<file path="src/rtl/spi_ip_shift_engine_pkg.sv">
`default_nettype none
// ============================================================================
// Module      : spi_ip_shift_engine_pkg
// Description : Shared state encoding and width helper for the SPI master
//               shift engine and its clock divider.
// Revision    : 1.0 - initial release
// ============================================================================
package spi_ip_shift_engine_pkg;

    // Frame sequencer states
    typedef enum logic [2:0] {
        ST_IDLE     = 3'd0,
        ST_LEAD     = 3'd1,
        ST_TRANSFER = 3'd2,
        ST_TRAIL    = 3'd3,
        ST_DONE     = 3'd4
    } state_t;

    // Ceiling log2, used to size counters from a maximum count
    function automatic int clogb2(input int value);
        int result;
        result = 0;
        for (int v = value - 1; v > 0; v = v >> 1) begin
            result = result + 1;
        end
        return result;
    endfunction

endpackage : spi_ip_shift_engine_pkg
`default_nettype wire

</file>
<file path="src/rtl/spi_ip_shift_engine_shift_reg.sv">
`default_nettype none
// ============================================================================
// Module      : spi_ip_shift_engine_shift_reg
// Description : Parallel-load bidirectional shift register with serial in and
//               serial out. Used once for transmit and once for receive.
// Revision    : 1.0 - initial release
// ============================================================================
module spi_ip_shift_engine_shift_reg
    import spi_ip_shift_engine_pkg::*;
#(
    parameter int WIDTH = 8
) (
    input  logic             clk,
    input  logic             rst_n,
    input  logic             load,
    input  logic [WIDTH-1:0] load_data,
    input  logic             shift_en,
    input  logic             lsb_first,
    input  logic             serial_in,
    output logic             serial_out,
    output logic [WIDTH-1:0] data
);

    logic [WIDTH-1:0] r_data;

    // Load has priority over shift; the head bit leaves first, new bit enters at the tail
    always_ff @(posedge clk) begin
        if (!rst_n) begin
            r_data <= '0;
        end else if (load) begin
            r_data <= load_data;
        end else if (shift_en) begin
            if (lsb_first) begin
                r_data <= {serial_in, r_data[WIDTH-1:1]};
            end else begin
                r_data <= {r_data[WIDTH-2:0], serial_in};
            end
        end
    end

    assign serial_out = lsb_first ? r_data[0] : r_data[WIDTH-1];
    assign data       = r_data;

endmodule : spi_ip_shift_engine_shift_reg
`default_nettype wire

</file>
<file path="src/rtl/spi_ip_shift_engine.sv">
`default_nettype none
// ============================================================================
// Module      : spi_ip_shift_engine
// Description : SPI master serializer. Drives the clock divider enable, turns
//               its half-period pulses into SCLK edges for CPOL/CPHA modes
//               0-3, shifts one word out on MOSI, captures MISO and manages
//               SS_n with a start/busy/done handshake.
// Revision    : 1.0 - initial release
// ============================================================================
module spi_ip_shift_engine
    import spi_ip_shift_engine_pkg::*;
#(
    parameter int PARAM_DATA_WIDTH = 8
) (
    input  logic                        sft_clk_i,
    input  logic                        sft_rst_n_i,
    input  logic                        sft_start_i,
    input  logic [PARAM_DATA_WIDTH-1:0] sft_data_i,
    input  logic                        sft_cpol_i,
    input  logic                        sft_cpha_i,
    input  logic                        sft_lsb_first_i,
    input  logic                        sft_time_base_i,
    output logic                        sft_clkd_enable_o,
    output logic                        sft_sclk_o,
    output logic                        sft_mosi_o,
    input  logic                        sft_miso_i,
    output logic                        sft_ss_n_o,
    output logic [PARAM_DATA_WIDTH-1:0] sft_data_o,
    output logic                        sft_busy_o,
    output logic                        sft_done_o
);

    localparam int                  CNT_W     = clogb2(2 * PARAM_DATA_WIDTH) + 1;
    localparam logic [CNT_W-1:0]    LAST_EDGE = CNT_W'(2 * PARAM_DATA_WIDTH);

    state_t                      r_state;
    logic                        r_cpol;
    logic                        r_cpha;
    logic                        r_lsb_first;
    logic [CNT_W-1:0]            r_edge_cnt;
    logic                        r_sclk;
    logic                        r_mosi;
    logic                        r_ss_n;
    logic                        r_busy;
    logic                        r_done;
    logic                        r_clkd_enable;
    logic [PARAM_DATA_WIDTH-1:0] r_data_out;

    logic                        w_accept;
    logic                        w_step;
    logic [CNT_W-1:0]            w_next_edge;
    logic                        w_leading;
    logic                        w_tx_pop;
    logic                        w_rx_shift;
    logic                        w_first_bit;
    logic [PARAM_DATA_WIDTH-1:0] w_tx_load_data;
    logic                        w_tx_bit;
    logic [PARAM_DATA_WIDTH-1:0] w_tx_unused_word;
    logic                        w_rx_unused_bit;
    logic [PARAM_DATA_WIDTH-1:0] w_rx_word;

    assign w_accept    = (r_state == ST_IDLE) && sft_start_i;
    assign w_step      = (r_state == ST_TRANSFER) && sft_time_base_i;
    assign w_next_edge = r_edge_cnt + CNT_W'(1);
    assign w_leading   = w_next_edge[0];

    // CPHA=0 puts the first bit on MOSI at start, so the shifter is preloaded
    // one position ahead and only W-1 further bits are popped on trailing edges.
    assign w_first_bit    = sft_lsb_first_i ? sft_data_i[0] : sft_data_i[PARAM_DATA_WIDTH-1];
    assign w_tx_load_data = sft_cpha_i      ? sft_data_i
                          : sft_lsb_first_i ? (sft_data_i >> 1)
                          :                   (sft_data_i << 1);

    assign w_tx_pop   = w_step && (r_cpha ? w_leading
                                          : (!w_leading && (w_next_edge != LAST_EDGE)));
    assign w_rx_shift = w_step && (r_cpha ? !w_leading : w_leading);

    spi_ip_shift_engine_shift_reg #(
        .WIDTH (PARAM_DATA_WIDTH)
    ) u_tx_shift (
        .clk        (sft_clk_i),
        .rst_n      (sft_rst_n_i),
        .load       (w_accept),
        .load_data  (w_tx_load_data),
        .shift_en   (w_tx_pop),
        .lsb_first  (r_lsb_first),
        .serial_in  (1'b0),
        .serial_out (w_tx_bit),
        .data       (w_tx_unused_word)
    );

    spi_ip_shift_engine_shift_reg #(
        .WIDTH (PARAM_DATA_WIDTH)
    ) u_rx_shift (
        .clk        (sft_clk_i),
        .rst_n      (sft_rst_n_i),
        .load       (w_accept),
        .load_data  ({PARAM_DATA_WIDTH{1'b0}}),
        .shift_en   (w_rx_shift),
        .lsb_first  (r_lsb_first),
        .serial_in  (sft_miso_i),
        .serial_out (w_rx_unused_bit),
        .data       (w_rx_word)
    );

    // Frame sequencer with edge counter; every output is registered here
    always_ff @(posedge sft_clk_i) begin
        if (!sft_rst_n_i) begin
            r_state       <= ST_IDLE;
            r_cpol        <= 1'b0;
            r_cpha        <= 1'b0;
            r_lsb_first   <= 1'b0;
            r_edge_cnt    <= '0;
            r_sclk        <= 1'b0;
            r_mosi        <= 1'b0;
            r_ss_n        <= 1'b1;
            r_busy        <= 1'b0;
            r_done        <= 1'b0;
            r_clkd_enable <= 1'b0;
            r_data_out    <= '0;
        end else begin
            r_done <= 1'b0;
            case (r_state)
                ST_IDLE: begin
                    if (sft_start_i) begin
                        r_cpol        <= sft_cpol_i;
                        r_cpha        <= sft_cpha_i;
                        r_lsb_first   <= sft_lsb_first_i;
                        r_edge_cnt    <= '0;
                        r_sclk        <= sft_cpol_i;
                        r_mosi        <= sft_cpha_i ? 1'b0 : w_first_bit;
                        r_ss_n        <= 1'b0;
                        r_busy        <= 1'b1;
                        r_clkd_enable <= 1'b1;
                        r_state       <= ST_LEAD;
                    end
                end
                ST_LEAD: begin
                    if (sft_time_base_i) begin
                        r_state <= ST_TRANSFER;
                    end
                end
                ST_TRANSFER: begin
                    if (sft_time_base_i) begin
                        r_sclk     <= ~r_sclk;
                        r_edge_cnt <= w_next_edge;
                        if (w_tx_pop) begin
                            r_mosi <= w_tx_bit;
                        end
                        if (w_next_edge == LAST_EDGE) begin
                            r_state <= ST_TRAIL;
                        end
                    end
                end
                ST_TRAIL: begin
                    if (sft_time_base_i) begin
                        r_done        <= 1'b1;
                        r_data_out    <= w_rx_word;
                        r_ss_n        <= 1'b1;
                        r_clkd_enable <= 1'b0;
                        r_state       <= ST_DONE;
                    end
                end
                ST_DONE: begin
                    r_busy  <= 1'b0;
                    r_mosi  <= 1'b0;
                    r_state <= ST_IDLE;
                end
                default: begin
                    r_state <= ST_IDLE;
                end
            endcase
        end
    end

    assign sft_clkd_enable_o = r_clkd_enable;
    assign sft_sclk_o        = r_sclk;
    assign sft_mosi_o        = r_mosi;
    assign sft_ss_n_o        = r_ss_n;
    assign sft_data_o        = r_data_out;
    assign sft_busy_o        = r_busy;
    assign sft_done_o        = r_done;

endmodule : spi_ip_shift_engine
`default_nettype wire

</file>
<file path="config.mk">
export PLATFORM = sky130hd
export DESIGN_NAME = spi_ip_shift_engine
export DESIGN_NICKNAME = d
export VERILOG_FILES = /design/src/rtl/spi_ip_shift_engine_pkg.sv /design/src/rtl/spi_ip_shift_engine_shift_reg.sv /design/src/rtl/spi_ip_shift_engine.sv
export SDC_FILE = /design/constraint.sdc
export NUM_CORES = 1
export LEC_CHECK = 0
export CAP_MARGIN = 10
export CORE_AREA = 2 2 104 76
export CTS_CLUSTER_DIAMETER = 100
export CTS_CLUSTER_SIZE = 28
export DETAILED_ROUTE_END_ITERATION = 12
export DIE_AREA = 0 0 106 78
export PLACE_DENSITY = 0.48
export SLEW_MARGIN = 20
export SYNTH_ARGS = -nofsm -noshare
export SYNTH_HDL_FRONTEND = slang
export SYNTH_SLANG_ARGS = --single-unit
</file>
<file path="constraint.sdc">
create_clock -name sft_clk_i -period 2.05 [get_ports sft_clk_i]
set_input_delay 0.41 -clock sft_clk_i [delete_from_list [all_inputs] [get_ports sft_clk_i]]
set_output_delay 0.41 -clock sft_clk_i [all_outputs]
set_load 0.005 [all_outputs]
</file>
Word level (Yosys, flattened, before mapping)
Cells that the tools add are included.
W data, S select, Z words.
{"block": "op_classes", "reduce_logical": 21, "n_bitwise": 2, "mux": 35, "addsub": 1, "eq_ne": 12}
{"cell": "$mux W8", "n": 6}
{"cell": "$mux W1", "n": 15}
{"cell": "$mux W3", "n": 5}
{"cell": "$pmux W3 S4", "n": 1}
{"cell": "$mux W5", "n": 2}
{"cell": "$pmux W5 S2", "n": 1}
{"cell": "$ne A2 B2 Y1 const B", "n": 4}
{"cell": "$pmux W1 S2", "n": 4}
{"cell": "$reduce_and A2 Y1", "n": 4}
{"cell": "$reduce_bool A2 Y1", "n": 4}
{"cell": "$eq A3 B2 Y1 const B", "n": 2}
{"cell": "$reduce_and A3 Y1", "n": 2}
{"cell": "$add A5 B1 Y5 const B", "n": 1}
{"cell": "$eq A5 B5 Y1 const B", "n": 1}
{"cell": "$logic_and A1 B1 Y1", "n": 5}
{"cell": "$ne A5 B5 Y1 const B", "n": 1}
{"cell": "$reduce_and A5 Y1", "n": 1}
{"cell": "$ne A2 B1 Y1 const B", "n": 2}
{"cell": "$reduce_and A4 Y1", "n": 1}
{"cell": "$eq A3 B1 Y1 const B", "n": 1}
{"cell": "$eq A3 B3 Y1 const B", "n": 1}
{"cell": "$logic_not A3 Y1", "n": 1}
{"cell": "$pmux W1 S3", "n": 1}
{"cell": "$reduce_bool A3 Y1", "n": 1}
{"cell": "3 further kinds", "n": 4}
{"block": "totals", "reg_bits": 40, "elab_cells": 84}

Depth between registers and ports, before layout
Gate-level depths: netlist of the first run.
{"block": "logic_depth", "ltp_word": 8, "mapped_depth": 6, "mapped_depth_nobuf": 5}

By module
From an unflattened synthesis of the first run, not the netlist that was laid out.
{"block": "unflattened", "cells_unflattened": 249, "area_unflattened_um2": 2314.7}
{"mod": "spi_ip_shift_engine", "area_per_inst_um2": 1291.2, "n_inst": 1, "seq_area_each_um2": 480.5, "cells_each": 155}
{"mod": "spi_ip_shift_engine_shift_reg", "area_per_inst_um2": 511.7, "n_inst": 2, "seq_area_each_um2": 160.2, "cells_each": 47}

Least setup slack after synthesis of the first run
Ideal clock, no wire load.
{"block": "synth_timing", "path_type": "flip-flop to flip-flop", "startpoint": "reg r_edge_cnt[0]", "endpoint": "reg u_tx_shift.r_data[1] (netlist: u_tx_shift.data[1])", "period_less_slack_ps": 1581, "setup_time_ps": 134, "n_path_buf": 0, "setup_slack_ps": 469, "path_stages_with_launch": 6, "arrival_time_ps": 1447, "cell_sequence": "dfxtp_1 ha_1 nand2_1 a211o_2 a21oi_1 a221oi_1"}
{"block": "synth_via", "elab_chain_len": 6, "elab_cells_between_ends": 7, "cone_classes": "1 x add/sub; 1 x eq/ne; 1 x mux; 4 x reduce/logical"}
{"element": "start: declaration", "line": "spi_ip_shift_engine.sv:40", "text": "logic [CNT_W-1:0] r_edge_cnt;"}
{"element": "start signal: assignment", "line": "spi_ip_shift_engine.sv:146", "text": "r_edge_cnt <= w_next_edge;"}
{"element": "$add A5 B1 Y5 *", "line": "spi_ip_shift_engine.sv:64", "text": "assign w_next_edge = r_edge_cnt + CNT_W'(1);"}
{"element": "$ne A5 B5 Y1 or $logic_not A1 Y1 (tied branches)", "line": "spi_ip_shift_engine.sv:75", "text": ": (!w_leading && (w_next_edge != LAST_EDGE)));"}
{"element": "$logic_and A1 B1 Y1", "line": "spi_ip_shift_engine.sv:75"}
{"element": "$mux W1 *", "line": "spi_ip_shift_engine.sv:74", "text": "assign w_tx_pop = w_step && (r_cpha ? w_leading"}
{"element": "$logic_and A1 B1 Y1 *", "line": "spi_ip_shift_engine.sv:74"}
{"element": "$reduce_bool A2 Y1 (no line) *"}
{"element": "end signal: assignment", "line": "spi_ip_shift_engine_shift_reg.sv:31", "text": "r_data <= load_data;"}
{"element": "end signal: assignment", "line": "spi_ip_shift_engine_shift_reg.sv:34", "text": "r_data <= {serial_in, r_data[WIDTH-1:1]};"}
{"element": "end signal: assignment", "line": "spi_ip_shift_engine_shift_reg.sv:36", "text": "r_data <= {r_data[WIDTH-2:0], serial_in};"}
{"element": "end: declaration", "line": "spi_ip_shift_engine_shift_reg.sv:24", "text": "logic [WIDTH-1:0] r_data;"}
Mark *: on every way between the ends. The rest lies on a longest branch, timed or not.
A chain may end at the register's enable or synchronous reset.

Final worst setup path of the first run
{"block": "layout_timing", "startpoint": "reg r_edge_cnt[1]", "endpoint": "reg u_tx_shift.r_data[5] (netlist: u_tx_shift.data[5])"}
{"block": "layout_via", "elab_chain_len": 6}
{"element": "$add A5 B1 Y5", "line": "spi_ip_shift_engine.sv:64"}
{"element": "$ne A5 B5 Y1", "line": "spi_ip_shift_engine.sv:75"}
{"element": "$logic_and A1 B1 Y1", "line": "spi_ip_shift_engine.sv:75"}
{"element": "$mux W1", "line": "spi_ip_shift_engine.sv:74"}
{"element": "$logic_and A1 B1 Y1", "line": "spi_ip_shift_engine.sv:74"}
{"element": "$reduce_bool A2 Y1 (no line)"}
Every way passes these cells.

==> metrics.md, run 1 <==
| Metric | Value |
|---|---|
| Final instance area | `2650 um^2` |
| Setup violations, final | `0` |
| Post-route minimum period | `1.80 ns` |
| Critical hold path startpoint | `sft_data_o[2]` |
| Placed Cells | `370` |
| Total power draw | `0.00180 W` |
| Starting density of the core | `28.3%` |
| Crit-path max FO | `7` |
| CTS sink cnt | `40` |
| Final HPWL DP | `3940 um` |
| Worst reg2reg setup slack | `0.25 ns` |
| Chip height | `78 um` |
| Status | `finished, final reports clean` |
| Required time of the critical path | `2.23 ns` |
| Post-route setup TNS | `0 ns` |
| Die area | `8270 um^2` |
| Tcrit/Tclk final | `88.0%` |
| Pin slew with the least headroom to its limit | `0.733 ns` |
| Pleak | `0.916 nW` |
| Share of the synthesized area in the top cell type | `39.3%` |
| Predominant post-synthesis flop cell | `dfxtp_1` |
| CP startpoint | `r_edge_cnt[1]` |
| Maxcap violations | `0` |
| Final hold viol count | `0` |
| Die Wd | `106 um` |
| Cells after synthesis | `237` |
| Routed vias | `1843` |
| Clk slew on worst S/H paths | `0.08 ns` |
| Hold WC Path Type | `flip-flop to flip-flop` |
| Detailed Routing Iterations Pass 1 | `4` |
| Max Transition Viols Final | `0` |
| Root buf cell | `clkbuf_8` |
| Worst setup EP type | `flip-flop` |
| Fin nets | `296` |
| Sequential area share after synthesis | `39.3%` |
| Post-Syn Area per Cell | `8.59 um^2` |
| Synthesized area | `2040 um^2` |
| Setup Fix Bufs, Post-CTS | `0` |
| DR DRC count | `0` |
| Power Dens Cells | `678 nW/um^2` |
| Post-synth top cells | `dfxtp_1, nand2_1, a21oi_1, nor2_1, mux2i_1` |
| Synthesized netlist net count | `254` |
| H-tree depth | `2` |
| DR vias/cell | `4.88` |
| Routed WL per cell | `14.1 um` |
| Initial antenna violation count | `0` |
| Share of cells above drive strength 1 | `17.1%` |
| Synth warn | `0` |
| Layout fillers | `735` |
| Placement Cell Area | `2540 um^2` |
| All-layer global routing usage | `13.8%` |
| # IOs | `30` |
| Count leader, synth | `dfxtp_1` |
| Core Area | `7190 um^2` |
| Synth unique cells | `44` |
| Fin cells | `378` |
| Yosys reg bits | `40` |
| Cell row count | `26` |
| VDD IR max | `297 uV` |
| Area growth syn-to-layout | `30.4%` |
| Post-synth EDFFs | `0` |
| CTS tree | `built` |
| Reg2reg start | `r_edge_cnt[1]` |
| Setup CP Type | `flip-flop to flip-flop` |
| Total grt overflow | `0` |
| Setup crit end | `u_tx_shift.data[5]` |
| Critical path startpoint category | `flip-flop` |
| Reg2Reg Capture Point | `u_tx_shift.data[5]` |
| Largest net degree at the start of global routing | `22` |
| Bufs on Longest Clock Path | `2` |
| Clk_lat worst skew | `0.30 ns` |
| Fin util | `36.9%` |
| First-pass GRT wire length | `9050 um` |
| DR iter-0 viols | `125` |
| Resize count post-CTS | `0` |
| Relative slew slack | `51.1%` |
| Clock buffer count from CTS | `5` |
| Global placer's final weighted congestion | `0.755` |
| R2R cell count | `5` |
| PortBufs | `29` |
| Post-Route WL | `5350 um` |
| Layout Skew | `0.0121 ns` |
| Unrepaired setup endpoints after global routing | `no` |
| Share of flip-flops with an asynchronous set or reset | `0%` |
| Post-CTS Hold Buffers | `0` |
| Synth top area cells | `dfxtp_1, mux2i_1, nand2_1` |
| Largest area contributor in the netlist | `dfxtp_1` |
| Data arrival, critical path | `1.99 ns` |
| Antenna viol nets, final | `0` |
| Vias in the first global route | `1751` |
| Fmax | `554 MHz` |
| # diodes | `0` |
==> placed cells by master, fill, tap and decap left out, types with 3 or more instances in the layout <==
cell	instances
o21ai_0	14
clkdlybuf4s50_1	29
mux2i_1	17
inv_1	6
a211oi_1	14
mux2_2	8
a221oi_1	4
nand2_1	34
nor2_1	23
buf_4	20
dfxtp_1	40
clkbuf_8	5
a21oi_1	23
o311a_1	3
==> final cells by class <==
type	instances	area [um^2]	area share, %
sequential	40	801	30.2
inverter	6	22.5	0.849
tap	98	123	4.62
multi-input combinational	177	1160	43.6
clock inverter	3	42.5	1.60
timing repair buffer	49	440	16.6
clock buffer	5	68.8	2.59
==> power breakdown <==
part	switching, W	internal, W	leakage [nW]	total [W]
Clock	0.000295	0.000361	0.0541	0.000655
Combinational	0.000137	0.000152	0.536	0.000289
Sequential	0.0000403	0.000813	0.326	0.000854
Total	0.000473	0.00133	0.916	0.00180
==> flip-flops by register name, summed over array words and instances, names as in the netlist <==
signal / count
sft_data_o: 8
r_cpha: 1
sft_ss_n_o: 1
sft_sclk_o: 1
sft_done_o: 1
sft_clkd_enable_o: 1
u_rx_shift.data: 8
r_edge_cnt: 5
sft_mosi_o: 1
sft_busy_o: 1
u_tx_shift.data: 8
r_lsb_first: 1
r_state: 3
==> metal layers <==
layer,vias up,share of wire [%],track usage (%)
met5,-,0,0
met4,0,0.45,3.29
met3,2,4.7,4.29
met2,33,37,17.1
met1,855,58,22.1
li1,953,-,-
==> worst min-delay path by stage <==
stage	to	slack [ns]	cells past startpoint
2_1_floorplan	sft_data_o[0]	0.44	2
3_3_place_gp	sft_data_o[1]	0.45	2
3_5_place_dp	sft_data_o[1]	0.45	2
4_1_cts	sft_data_o[1]	0.46	2
5_1_grt	sft_data_o[2]	0.48	2
6_report	sft_data_o[2]	0.46	2
==> critical path: stages (launching register included) <==
cell and delay, ns:
dfxtp_1 0.47, ha_1 0.24, nand2_1 0.13, a211oi_4 0.40
nor2_2 0.14, o311a_1 0.31
==> stage by stage <==
step | worst slack [ns] | hold slack (ns)
3_3_place_gp | -0.0303 | 0.445
3_5_place_dp | -0.00745 | 0.450
4_1_cts | 0.276 | 0.463
6_report | 0.246 | 0.457
5_1_grt | 0.127 | 0.484
2_1_floorplan | 0.469 | 0.445
==> cells by family (layout without fill, tap and decap cells) <==
kind of cell / Yosys count / after routing / share of synthesized area [%]
compound gates: 69 / 69 / 22.8
fa+ha+maj: 1 / 1 / 0.615
mux: 25 / 25 / 12.8
buf+inv: 20 / 63 / 4.18
flops: 40 / 40 / 39.3
simple gates: 80 / 80 / 19.4
xor+xnor: 2 / 2 / 0.861
Power figures use the tool's default switching activity.
==> inputs of run 2 (changes only) <==
--- a/config.mk
+++ b/config.mk
@@ -6,12 +6,13 @@
 export NUM_CORES = 1
 export LEC_CHECK = 0
 export CAP_MARGIN = 10
-export CORE_AREA = 2 2 104 76
+export CORE_AREA = 2 2 89 65
 export CTS_CLUSTER_DIAMETER = 100
 export CTS_CLUSTER_SIZE = 28
 export DETAILED_ROUTE_END_ITERATION = 12
-export DIE_AREA = 0 0 106 78
-export PLACE_DENSITY = 0.48
+export DIE_AREA = 0 0 91 67
+export GPL_ROUTABILITY_DRIVEN = 0
+export PLACE_DENSITY = 0.62
 export SLEW_MARGIN = 20
 export SYNTH_ARGS = -nofsm -noshare
 export SYNTH_HDL_FRONTEND = slang
==> run 2 against run 1 <==
Against the previous run:
- non-clock buffer count is the same
- die area shrank 26%
- final area shrank 1.5%
- routed wire length shrank 11%
- count of clock-buffer cells in the layout grew 1
- clock power shrank 4.0%
- combinational power shrank 2%
- total power shrank 1.9%
- worst hold slack lost 0.0034 ns
- utilization grew 14 points
- critical path depth is the same
- critical path type unchanged
- highest routed layer unchanged
==> metrics.md, run 2 (synthesis gave the netlist of run 1 again) <==
| Metric | Value |
|---|---|
| Crit-path max FO | `7 (unchanged)` |
| Placement Cell Area | `2500 um^2 (-1.5%)` |
| Starting density of the core | `39.3% (+11 points)` |
| Routed vias | `1830 (-0.71%)` |
| Fmax | `553 MHz (-0.31%)` |
| H-tree depth | `2 (unchanged)` |
| Hold Path End | `sft_data_o[0]` |
| Reg2Reg Capture Point | `u_tx_shift.data[3]` |
| Post-route setup TNS | `0 ns (unchanged)` |
| Post-Route WL | `4770 um (-11%)` |
| R2R cell count | `5 (unchanged)` |
| DR vias/cell | `5.20 (+6.6%)` |
| # diodes | `0 (unchanged)` |
| Tcrit/Tclk final | `88.3% (+0.28 points)` |
| Vias in the first global route | `1728 (-1.3%)` |
| Clk slew on worst S/H paths | `0.08 ns (about the same)` |
| # IOs | `30 (unchanged)` |
| Bufs on Longest Clock Path | `2 (unchanged)` |
| Hold WC Path Type | `flip-flop to flip-flop` |
| Worst reg2reg setup slack | `0.24 ns (about the same)` |
| Resize count post-CTS | `0 (unchanged)` |
| CTS sink cnt | `40 (unchanged)` |
| CP cell instances | `ha_1 -> nand2_1 -> a211oi_4 -> nor2_2 -> o311a_1` |
| All-layer global routing usage | `17.1% (+3.3 points)` |
| DR iter-0 viols | `63 (-50%)` |
| Critical hold path startpoint | `sft_data_o[0]` |
| Critical path's slowest cell | `dfxtp_1` |
| Cell row count | `22 (-15%)` |
| DR DRC count | `0 (unchanged)` |
| CTS tree | `built` |
| Status | `finished, final reports clean` |
| First-pass GRT wire length | `8320 um (-8.1%)` |
| Clk_lat worst skew | `0.28 ns (-0.02 ns)` |
| Total grt overflow | `0 (unchanged)` |
| Chip height | `67 um (-14%)` |
| Share of cells above drive strength 1 | `16.8% (-0.36 points)` |
| Required time of the critical path | `2.23 ns (about the same)` |
| Post-route minimum period | `1.81 ns (+0.00567 ns)` |
| Pleak | `0.916 nW (about the same)` |
| Setup CP Type | `flip-flop to flip-flop` |
| Initial antenna violation count | `0 (unchanged)` |
| Final HPWL DP | `3560 um (-9.5%)` |
| Post-CTS Hold Buffers | `0 (unchanged)` |
| Setup violations, final | `0 (unchanged)` |
| Fin util | `50.5% (+14 points)` |
| Max Transition Viols Final | `0 (unchanged)` |
| Worst setup EP type | `flip-flop` |
| Final hold viol count | `0 (unchanged)` |
| Root buf cell | `clkbuf_8` |
| VDD IR max | `408 uV (+37%)` |
| Power Dens Cells | `675 nW/um^2 (-0.40%)` |
| Core Area | `5170 um^2 (-28%)` |
| Routed WL per cell | `13.6 um (-4.2%)` |
| Hold Path Stages | `2 (unchanged)` |
| Maxcap violations | `0 (unchanged)` |
| Final instance area | `2620 um^2 (-1.5%)` |
| Layout fillers | `529 (-28%)` |
| Setup Fix Bufs, Post-CTS | `0 (unchanged)` |
| Layout Skew | `0.00586 ns (-0.00624 ns)` |
| Fin nets | `296 (unchanged)` |
| Critical Path Max Stage Delay | `0.45 ns (-0.02 ns)` |
| Die area | `6100 um^2 (-26%)` |
| Antenna viol nets, final | `0 (unchanged)` |
| Critical path startpoint category | `flip-flop` |
| Commonest non-fill, non-tap cell in the layout | `dfxtp_1` |
| Die Wd | `91 um (-14%)` |
| Clock buffer count from CTS | `5 (unchanged)` |
| Pin slew with the least headroom to its limit | `0.672 ns (-0.0613 ns)` |
| Largest net degree at the start of global routing | `17 (-23%)` |
| Relative slew slack | `55.1% (+4.1 points)` |
| PortBufs | `29 (unchanged)` |
| Unrepaired setup endpoints after global routing | `no` |
| Detailed Routing Iterations Pass 1 | `4 (unchanged)` |
| Reg2reg start | `r_edge_cnt[1]` |
| Data arrival, critical path | `1.99 ns (about the same)` |
| Highest-count cells in the layout ignoring fill and taps | `dfxtp_1, nand2_1, clkdlybuf4s50_1` |
| Area growth syn-to-layout | `28.5%` |
run 2: cell count changes in the layout (fill, tap and decap cells not counted):
| cell | before | now |
|---|---|---|
| a21oi_1 | 23 | 22 |
| a21oi_2 | 0 | 1 |
| clkbuf_1 | 0 | 1 |
| clkinvlp_4 | 1 | 0 |
| nor4b_1 | 0 | 1 |
| nor4b_2 | 1 | 0 |
run 2: per-layer routing:
metal	routed length, um	track usage (%)	vias up	share of wire, %
li1	-	-	946	-
met5	0	0	-	0
met1	2610	24.2	855	55
met3	178	4.30	5	3.7
met4	31	3.98	0	0.65
met2	1960	25.9	24	41
run 2: worst max-delay path by stage:
stage | start | to | slack [ns] | cells past startpoint
5_1_grt | r_edge_cnt[1] | u_tx_shift.data[1] | 0.08 | 5
2_1_floorplan | r_edge_cnt[0] | u_tx_shift.data[1] | 0.47 | 5
3_3_place_gp | sft_lsb_first_i | u_tx_shift.data[6] | 0.06 | 5
6_report | r_edge_cnt[1] | u_tx_shift.data[3] | 0.24 | 5
3_5_place_dp | sft_lsb_first_i | u_tx_shift.data[6] | 0.04 | 5
4_1_cts | r_edge_cnt[1] | u_tx_shift.data[1] | 0.13 | 5
run 2: worst max-delay path, delay by kind of cell, from the launching register on:
family,cells,cell delay (ns)
adders and majority gates,1,0.29
AOI/OAI and AO/OA,2,0.68
and+or+nand+nor,2,0.29
DFF,1,0.45
run 2: area by class of cell:
type                    count  area, um^2  area share, %
multi-input cells         177        1150           44.1
repair buffers             49         440           16.8
inverters                   6        22.5          0.861
well taps                  72        90.1           3.44
clock inverters             2        35.0           1.34
flip-flops and latches     40         801           30.6
clock buffers               6        72.6           2.78
run 2: where the power goes:
group	internal, W	switching (W)	total (W)
clock	0.000361	0.000267	0.000629
combinational	0.000152	0.000130	0.000282
sequential	0.000813	0.0000402	0.000854
total	0.00133	0.000438	0.00176
run 2: through the flow:
stage,power (W),hold WS (ns),worst slack [ns],instances
floorplan,0.00103,0.445,0.469,237
global placement,0.00115,0.445,0.0559,344
detailed placement,0.00115,0.445,0.0443,344
CTS,0.00178,0.456,0.134,352
global route,0.00185,0.488,0.0840,352
finish,0.00176,0.454,0.240,352
==> inputs of run 3 (changes only) <==
--- a/config.mk
+++ b/config.mk
@@ -6,13 +6,13 @@
 export NUM_CORES = 1
 export LEC_CHECK = 0
 export CAP_MARGIN = 10
-export CORE_AREA = 2 2 89 65
+export CORE_AREA = 2 2 80 59
 export CTS_CLUSTER_DIAMETER = 100
 export CTS_CLUSTER_SIZE = 28
 export DETAILED_ROUTE_END_ITERATION = 12
-export DIE_AREA = 0 0 91 67
+export DIE_AREA = 0 0 82 61
 export GPL_ROUTABILITY_DRIVEN = 0
-export PLACE_DENSITY = 0.62
+export PLACE_DENSITY = 0.73
 export SLEW_MARGIN = 20
 export SYNTH_ARGS = -nofsm -noshare
 export SYNTH_HDL_FRONTEND = slang
==> run 3 against run 2 <==
Against the previous run:
- via count is 3.3% higher
- clock skew is 0.0014 ns higher
- flip-flop and latch count stayed put
- clock power is 3% higher
- sequential share of layout area is 0.61 points higher
- count of clock-buffer cells in the layout stayed put
- critical path depth stayed put
- highest routed layer unchanged
==> metrics.md, run 3 (synthesis gave the netlist of run 1 again) <==
| Metric | Value |
|---|---|
| Setup Fix Bufs, Post-CTS | `0 (unchanged)` |
| CP cell instances | `ha_1 -> nand2_1 -> a211oi_4 -> nor2_2 -> o311a_1` |
| Hold WC Path Type | `flip-flop to flip-flop` |
| H-tree depth | `2 (unchanged)` |
| Met2 Usage GRT | `32.3% (+6.4 points)` |
| DR vias/cell | `5.71 (+9.8%)` |
| Die area | `5000 um^2 (-18%)` |
| Setup CP Type | `flip-flop to flip-flop` |
| Final hold viol count | `0 (unchanged)` |
| Largest net degree at the start of global routing | `22 (+5)` |
| Post-route minimum period | `1.85 ns (+0.0426 ns)` |
| Tcrit/Tclk final | `90.4% (+2.1 points)` |
| Area growth syn-to-layout | `25.9%` |
| All-layer global routing usage | `22.2% (+5.1 points)` |
| Chip height | `61 um (-9.0%)` |
| Layout Skew | `0.00721 ns (+0.00135 ns)` |
| Final HPWL DP | `3530 um (-0.96%)` |
| Pin slew with the least headroom to its limit | `0.499 ns (-0.172 ns)` |
| Bufs on Longest Clock Path | `2 (unchanged)` |
| Vias in the first global route | `1675 (-3.1%)` |
| Met1 Track Usage GR | `32.7% (+8.5 points)` |
| Met3 Track Usage GR | `4.76% (+0.46 points)` |
| Fmax | `540 MHz (-2.3%)` |
| Unrepaired setup endpoints after global routing | `no` |
| Hold slack | `0.457 ns (+0.00273 ns)` |
| Crit-path max FO | `7 (unchanged)` |
| PortBufs | `29 (unchanged)` |
| Root buf cell | `clkbuf_8` |
| Routed WL per cell | `14.9 um (+9.6%)` |
| CTS sink cnt | `40 (unchanged)` |
| CTS tree | `built` |
| Die Wd | `82 um (-9.9%)` |
| Core Area | `4200 um^2 (-19%)` |
| Maxcap violations | `0 (unchanged)` |
| Share of cells above drive strength 1 | `15.6% (-1.2 points)` |
| Data arrival, critical path | `2.04 ns (+0.05 ns)` |
| # IOs | `30 (unchanged)` |
| Max Transition Viols Final | `0 (unchanged)` |
| R2R cell count | `5 (unchanged)` |
| VDD IR max | `427 uV (+4.6%)` |
| Fin cells | `331 (-6.0%)` |
| Relative slew slack | `66.7% (+12 points)` |
| Critical Path Max Stage Delay | `0.47 ns (+0.02 ns)` |
| Status | `finished, final reports clean` |
| Placed Cells | `323 (-6.1%)` |
| First-pass GRT wire length | `8280 um (-0.49%)` |
| Hold Path Stages | `2 (unchanged)` |
| Clk_lat worst skew | `0.30 ns (+0.02 ns)` |
| Commonest non-fill, non-tap cell in the layout | `dfxtp_1` |
| Worst setup EP type | `flip-flop` |
| Highest-count cells in the layout ignoring fill and taps | `dfxtp_1, nand2_1, clkdlybuf4s50_1` |
| Fin nets | `292 (-1.4%)` |
| Antenna viol nets, final | `0 (unchanged)` |
| Critical path startpoint category | `flip-flop` |
| Layer with the highest usage | `met1` |
| Power Dens Cells | `692 nW/um^2 (+2.5%)` |
| Clock buffer count from CTS | `5 (unchanged)` |
| Total grt overflow | `0 (unchanged)` |
| Pleak | `0.895 nW (-2.3%)` |
| Routed vias | `1890 (+3.3%)` |
| Critical path's slowest cell | `dfxtp_1` |
| Required time of the critical path | `2.24 ns (about the same)` |
| Post-Route WL | `4920 um (+3.1%)` |
| Setup violations, final | `0 (unchanged)` |
| DR DRC count | `0 (unchanged)` |
| Clk slew on worst S/H paths | `0.08 ns (about the same)` |
| DR iter-0 viols | `133 (+110%)` |
| Initial antenna violation count | `0 (unchanged)` |
| # diodes | `0 (unchanged)` |
| Starting density of the core | `48.4% (+9.1 points)` |
| Detailed Routing Iterations Pass 1 | `4 (unchanged)` |
| Cell row count | `20 (-9.1%)` |
run 3: final cells by class:
| type | instances | area (um^2) |
|---|---|---|
| multi-input combinational | 177 | 1150 |
| clock buffer | 6 | 72.6 |
| sequential | 40 | 801 |
| timing repair buffer | 45 | 410 |
| clock inverter | 2 | 35.0 |
| fill | 381 | 1640 |
| tap | 55 | 68.8 |
| inverter | 6 | 22.5 |
run 3: power breakdown:
| part | total (W) | switching [W] | internal (W) |
|---|---|---|---|
| combinational | 0.000272 | 0.000129 | 0.000143 |
| clock | 0.000648 | 0.000286 | 0.000362 |
| sequential | 0.000854 | 0.0000405 | 0.000813 |
| total | 0.00177 | 0.000456 | 0.00132 |
run 3: worst paths after layout:
| check | endpoint | from | slack [ns] |
|---|---|---|---|
| setup / recovery | u_tx_shift.data[5] | r_edge_cnt[0] | 0.20 |
| setup reg to reg | u_tx_shift.data[5] | r_edge_cnt[0] | 0.20 |
| hold reg to reg | sft_data_o[0] | sft_data_o[0] | 0.46 |
| hold / removal | sft_data_o[0] | sft_data_o[0] | 0.46 |
run 3: metrics by stage:
stage               util (%)  TNS (ns)  setup slack (ns)  cell area [um^2]  power [W]
floorplan                  -         0             0.469              2040    0.00103
global placement        58.3         0            0.0345              2450    0.00114
detailed placement      58.3  -0.00287          -0.00287              2450    0.00114
CTS                     60.9         0             0.183              2560    0.00177
global route            61.0         0            0.0428              2560    0.00184
finish                  61.0         0             0.197              2560    0.00177
run 3: what timing repair did:
item / CTS / global route
endpoints found under the setup margin: 0 / 1
hold buffers: 0 / 0
endpoints found under the hold margin: 0 / 0
gates resized for setup: 0 / 1
run 3: critical path, delay by kind of cell, from the launching register on:
kind	cells	cell delay, ns
AO/OA/AOI/OAI	2	0.68
flip-flops	1	0.47
AND/OR/NAND/NOR	2	0.30
adder cells (fa/ha/maj)	1	0.30
run 3: routing by layer:
metal	routed length [um]	part of all wire, %
met2	2070	42
met3	237	4.8
met5	0	0
met1	2550	52
met4	63	1.3
